===== src/rtl/spi_master_ctrl.sv =====
// rtl/spi_master_ctrl.sv - register-mapped mode-0 SPI master with TX FIFO
module spi_master_ctrl #(
    parameter int         FIFO_DEPTH = 4,
    parameter logic [7:0] DIV_RESET  = 8'd3
) (
    input  logic        sys_clk,
    input  logic        cpu_rst,
    input  logic [3:0]  bus_addr,
    input  logic [31:0] bus_wdata,
    input  logic        bus_we,
    input  logic        bus_re,
    output logic [31:0] bus_rdata,
    output logic        spi_sck,
    output logic        spi_mosi,
    input  logic        spi_miso,
    output logic        spi_cs_n,
    output logic        irq
);
    localparam int AW = $clog2(FIFO_DEPTH);

    typedef enum logic [1:0] {IDLE, SETUP, XFER, HOLD} state_t;
    state_t state;

    logic [7:0]  fifo_mem [FIFO_DEPTH];
    logic [AW:0] wr_ptr;
    logic [AW:0] rd_ptr;
    logic        fifo_empty;
    logic        fifo_full;
    logic [7:0]  pop_data;

    logic [7:0]  clkdiv;
    logic        irq_en;
    logic [7:0]  div_lat;
    logic [7:0]  cnt;
    logic [3:0]  half_idx;
    logic [7:0]  tx_sh;
    logic [7:0]  rx_sh;
    logic [7:0]  rx_byte;
    logic        rx_valid;
    logic        rx_ovr;
    logic        tx_ovf;

    logic        half_end;
    logic        done;
    logic        pop;
    logic        push;
    logic        data_wr;
    logic        data_rd;
    logic        status_wr;
    logic        ctrl_wr;
    logic        busy;
    logic [31:0] rd_mux;
    logic        unused_bits;

    assign unused_bits = ^{bus_addr[1:0], bus_wdata[31:9]};

    assign fifo_empty = (wr_ptr == rd_ptr);
    assign fifo_full  = (wr_ptr[AW] != rd_ptr[AW]) && (wr_ptr[AW-1:0] == rd_ptr[AW-1:0]);
    assign pop_data   = fifo_mem[rd_ptr[AW-1:0]];

    assign data_wr   = bus_we && (bus_addr[3:2] == 2'd0);
    assign status_wr = bus_we && (bus_addr[3:2] == 2'd1);
    assign ctrl_wr   = bus_we && (bus_addr[3:2] == 2'd2);
    assign data_rd   = bus_re && (bus_addr[3:2] == 2'd0);

    assign half_end = (cnt == 8'd0);
    assign done     = (state == XFER) && half_end && (half_idx == 4'd15);
    assign pop      = !fifo_empty && ((state == IDLE) || done);
    // A full FIFO still takes the write if a byte leaves in the same cycle.
    assign push     = data_wr && (!fifo_full || pop);
    assign busy     = (state != IDLE);
    assign irq      = irq_en & rx_valid;

    always_comb begin
        rd_mux = 32'd0;
        case (bus_addr[3:2])
            2'd0:    rd_mux = {24'd0, rx_byte};
            2'd1:    rd_mux = {26'd0, tx_ovf, rx_ovr, rx_valid, fifo_empty, fifo_full, busy};
            2'd2:    rd_mux = {23'd0, irq_en, clkdiv};
            default: rd_mux = 32'd0;
        endcase
    end

    always_ff @(posedge sys_clk) begin
        if (push) fifo_mem[wr_ptr[AW-1:0]] <= bus_wdata[7:0];
    end

    always_ff @(posedge sys_clk or negedge cpu_rst) begin
        if (!cpu_rst) begin
            wr_ptr <= '0;
            rd_ptr <= '0;
        end else begin
            if (push) wr_ptr <= wr_ptr + (AW+1)'(1);
            if (pop)  rd_ptr <= rd_ptr + (AW+1)'(1);
        end
    end

    always_ff @(posedge sys_clk or negedge cpu_rst) begin
        if (!cpu_rst) begin
            clkdiv    <= DIV_RESET;
            irq_en    <= 1'b0;
            rx_byte   <= 8'd0;
            rx_valid  <= 1'b0;
            rx_ovr    <= 1'b0;
            tx_ovf    <= 1'b0;
            bus_rdata <= 32'd0;
        end else begin
            if (ctrl_wr) begin
                clkdiv <= bus_wdata[7:0];
                irq_en <= bus_wdata[8];
            end
            if (data_wr && !push)
                tx_ovf <= 1'b1;
            else if (status_wr && bus_wdata[5])
                tx_ovf <= 1'b0;
            // Completion beats a simultaneous DATA read: the reader got the old byte.
            if (done && rx_valid && !data_rd)
                rx_ovr <= 1'b1;
            else if (status_wr && bus_wdata[4])
                rx_ovr <= 1'b0;
            if (done) begin
                rx_byte  <= rx_sh;
                rx_valid <= 1'b1;
            end else if (data_rd) begin
                rx_valid <= 1'b0;
            end
            if (bus_re) bus_rdata <= rd_mux;
        end
    end

    always_ff @(posedge sys_clk or negedge cpu_rst) begin
        if (!cpu_rst) begin
            state    <= IDLE;
            spi_sck  <= 1'b0;
            spi_mosi <= 1'b0;
            spi_cs_n <= 1'b1;
            cnt      <= 8'd0;
            div_lat  <= 8'd0;
            half_idx <= 4'd0;
            tx_sh    <= 8'd0;
            rx_sh    <= 8'd0;
        end else begin
            case (state)
                IDLE: begin
                    if (pop) begin
                        tx_sh    <= pop_data;
                        spi_mosi <= pop_data[7];
                        div_lat  <= clkdiv;
                        cnt      <= clkdiv;
                        spi_cs_n <= 1'b0;
                        state    <= SETUP;
                    end
                end
                SETUP: begin
                    if (half_end) begin
                        cnt      <= div_lat;
                        half_idx <= 4'd0;
                        state    <= XFER;
                    end else begin
                        cnt <= cnt - 8'd1;
                    end
                end
                XFER: begin
                    if (!half_end) begin
                        cnt <= cnt - 8'd1;
                    end else begin
                        cnt      <= div_lat;
                        half_idx <= half_idx + 4'd1;
                        // Even half-periods end on a rising edge, odd ones on a falling edge.
                        if (!half_idx[0]) begin
                            spi_sck <= 1'b1;
                            rx_sh   <= {rx_sh[6:0], spi_miso};
                        end else begin
                            spi_sck <= 1'b0;
                            if (half_idx != 4'd15) begin
                                tx_sh    <= {tx_sh[6:0], 1'b0};
                                spi_mosi <= tx_sh[6];
                            end else if (pop) begin
                                tx_sh    <= pop_data;
                                spi_mosi <= pop_data[7];
                                div_lat  <= clkdiv;
                                cnt      <= clkdiv;
                            end else begin
                                state <= HOLD;
                            end
                        end
                    end
                end
                HOLD: begin
                    if (half_end) begin
                        spi_cs_n <= 1'b1;
                        spi_mosi <= 1'b0;
                        state    <= IDLE;
                    end else begin
                        cnt <= cnt - 8'd1;
                    end
                end
                default: state <= IDLE;
            endcase
        end
    end
endmodule


===== config.mk =====
export PLATFORM = sky130hd
export DESIGN_NAME = spi_master_ctrl
export DESIGN_NICKNAME = d
export VERILOG_FILES = /design/src/rtl/spi_master_ctrl.sv
export SDC_FILE = /design/constraint.sdc
export NUM_CORES = 1
export LEC_CHECK = 0
export ABC_AREA = 1
export CAP_MARGIN = 10
export CORE_MARGIN = 3
export CORE_UTILIZATION = 55
export DETAILED_ROUTE_END_ITERATION = 8
export PLACE_DENSITY = 0.86
export SETUP_SLACK_MARGIN = 0.15
export SYNTH_ARGS = -nofsm -noshare
export SYNTH_HDL_FRONTEND = slang
export SYNTH_SLANG_ARGS = --single-unit

===== constraint.sdc =====
create_clock -name sys_clk -period 3.01 [get_ports sys_clk]
set_input_delay 0.301 -clock sys_clk [delete_from_list [all_inputs] [get_ports sys_clk]]
set_output_delay 0.301 -clock sys_clk [all_outputs]
set_load 0.005 [all_outputs]

==> flow_summary_export.csv <==
group,metric,value,unit
timing,tightest_slew,942,ps
clock_tree,cts_buffers,9,
die,die_h,106,um
logic_synthesis,avgSynthCellArea,8.65,um^2
global_routing,met1_usage,0.286,
drt,drt_first_iter_violations,327,
clock_tree,ctsResizeCount,0,
setup_path,path_class,"flip-flop to flip-flop",
drt,antenna_left,0,
global_routing,grt_pass1_vias,4335,
power_and_ir_drop,power.leakage,2.73,nW
drt,num_vias,4479,
global_routing,use_met2,0.374,
setup_path,crit_path_max_incr_delay,450,ps
die,num_rows,35,
clock_tree,cts_max_level,3,
logic_synthesis,async_reset_ff_frac,0.701,
clock_tree,cts_tree,"yes",
logic_synthesis,synth-main-ff-cell,"dfrtp_1",
final_layout,area_growth,9.21,%
setup_path,required,3030,ps
logic_synthesis,ys_seq_area_frac,0.514,
power_and_ir_drop,p_per_area,898,nW/um^2
timing,slew_violations,0,
global_routing,gr-total-overflow,0,
drt,drc,0,
die,die_area,11300,um^2
logic_synthesis,yosys.cell_count.top_type,"nand2_1",
logic_synthesis,post-synth-top-area-cell,"dfrtp_1",
setup_path,crit_chain,"inv_1, ha_1, nand2_2, nor2_8, nand3_4, nand2_4, nand2_4, nand2_1, nand3_2, nor2_2",
clock_tree,holdBufCountCts,0,
setup_path,worst-r2r-cell-count,10,
clock_tree,insertion_delay,380,ps
setup_path,critPathLaunchType,"flip-flop",
drt,route.final.wire_length,12300,um
setup_path,r2r-start,"cnt[0]",
timing,timing.final.crit_share,0.880,
setup_path,critPathSlowestCell,"nor2_2",
global_routing,antenna_found_initial,0,
job,drv_cap,0,
final_layout,fill_cells,753,
timing,tns,0,ps
drt,first_pass_iters,5,
final_layout,final_core_util,0.635,
die,die_w,106,um
timing,max_slew_margin,0.372,
final_layout,fin_nets,721,
place,globalplace.congestion,0.915,
logic_synthesis,ys_seq_elements,107,
drt,wire_per_inst,15.4,um
setup_path,reg2reg_to,"fifo_mem[3][7]",
global_routing,met3_usage,0.0389,
final_layout,antenna_cells,0,
place,dpl.hpwl,8720,um
timing,clock.fmax,0.377,GHz
setup_path,r2r_slack,360,ps
die,start_util,0.582,
logic_synthesis,post_synth_main_area_contributors,"dfrtp_1 33%, edfxtp_1 17%, nand2_1 9.6%, o21ai_0 5.1%, nor2_1 4.2%",
clock_tree,clk_path_buf_depth,2,
drt,viasPerCell,5.59,
hold_path,hold_path.class,"primary input to async pin",
global_routing,grt_max_degree,76,
clock_tree,cts_root_buffer,"clkbuf_8",
power_and_ir_drop,irDropWorstVdd,0.000533,V
timing,period_needed,2650,ps
global_routing,grt_busiest_layer,"met2",
setup_path,cp-end-kind,"flip-flop",
logic_synthesis,syn-cell-area,5530,um^2
final_layout,drive_above_1_share,0.0774,
global_routing,grt_pass1_wl,20300,um
timing,finalSetupViolCount,0,
clock_tree,post-cts-setup-buffer-count,0,
clock_tree,clk_pin_slew_worst_paths,110,ps
status,outcome,"completed",
logic_synthesis,synth-edff-count,32,
die,coreArea,9500,um^2
logic_synthesis,yosysUniqueCellTypes,37,
timing,rsz0062_at_grt,"no",
timing,fin_skew,11.7,ps
setup_path,arrival,2670,ps
die,io_pins,77,
global_routing,grt_util_all_layers,0.224,
setup_path,worst-path-max-fanout,19,
clock_tree,numClockSinks,107,
place,io_buffers,28,
timing,hold_viol_final,0,
logic_synthesis,yosys_warnings,0,
logic_synthesis,synth_common_cells,"142 x nand2_1, 72 x dfrtp_1, 62 x nor2_1",
logic_synthesis,netlist_instances,639,
power_and_ir_drop,finalPower,5.42,mW
logic_synthesis,synth_top_area_share,0.326,
setup_path,cpMostUsedCell,"nand2_4",
cell usage in the layout (no fill, tap or decap), types with 3 or more instances in the layout:
cell type and n:
a221oi_1 3, o22ai_1 15, xnor2_1 7, nand2_1 142, nand2_2 7, a21oi_1 38, nand3_1 33, a31oi_1 9
clkdlybuf4s50_1 27, dfstp_2 3, o21ai_0 56, o21ai_1 7, conb_1 23, xor2_1 7, nor2_2 3, ha_1 13
inv_1 61, nor2_1 62, o221ai_1 3, clkbuf_8 9, inv_2 4, dfrtp_1 72, buf_4 10, nor3_1 5
edfxtp_1 32
sequential cells by signal (all words and copies together), names as in the netlist:
| signal | cells |
|---|---|
| fifo_mem | 32 |
| bus_rdata | 9 |
| clkdiv | 8 |
| cnt | 8 |
| div_lat | 8 |
| rx_byte | 8 |
| rx_sh | 8 |
| tx_sh | 7 |
| half_idx | 4 |
| rd_ptr | 3 |
| wr_ptr | 3 |
| state | 2 |
| irq_en | 1 |
| rx_ovr | 1 |
| rx_valid | 1 |
| spi_cs_n | 1 |
| spi_mosi | 1 |
| spi_sck | 1 |
| tx_ovf | 1 |
worst max-delay path: cells and delay by family, from the launching register on:
family	cells	cell delay, ps
flip-flops	1	390
AND/OR/NAND/NOR	8	1540
buffers and inverters	1	140
adder cells (fa/ha/maj)	1	210
kinds of logic after synthesis:
logic type,count (synthesis),synth area share
buf+inv,107,0.0935
simple gates,260,0.202
other cells,1,0.000678
fa+ha+maj,13,0.0294
compound gates,135,0.134
mux,2,0.00407
xor+xnor,14,0.0222
flops,107,0.514
power by group:
group          internal [mW]  total [mW]  switching (mW)
clock                  0.324       0.859           0.535
combinational          0.890        2.49            1.60
sequential              1.82        2.08           0.254
worst max-delay path by stage:
stage	depth (start not counted)	startpoint	slack, ps	end
finish	10	cnt[0]	360	fifo_mem[3][7]
global route	10	cnt[0]	160	fifo_mem[3][3]
CTS	10	cnt[0]	350	fifo_mem[3][3]
detailed placement	10	cnt[0]	390	fifo_mem[3][2]
global placement	10	cnt[0]	470	fifo_mem[3][2]
floorplan	10	cnt[0]	820	fifo_mem[0][0]
stage by stage:
stage	hold slack, ps	instance area [um^2]	std cells	worst slack (ps)
floorplan	5.41	5610	661	823
global placement	455	5850	785	470
detailed placement	466	5850	785	386
CTS	87.3	6040	801	352
global route	127	6040	801	161
finish	36.1	6040	801	360
cell type report:
type                            count  area, um^2  share of cell area
Clock buffer                        9         124              0.0205
Clock inverter                      7        68.8              0.0114
Inverter                           65         244              0.0404
Multi-Input combinational cell    447        2250               0.373
Sequential cell                   107        2840               0.471
Tap cell                          129         161              0.0267
Timing Repair Buffer               37         345              0.0572
per-layer routing:
metal,part of all wire,vias to the layer above
li1,-,2117
met1,0.41,2118
met2,0.48,201
met3,0.072,43
met4,0.033,0
met5,0,-
(Power assumes the default switching activity.)
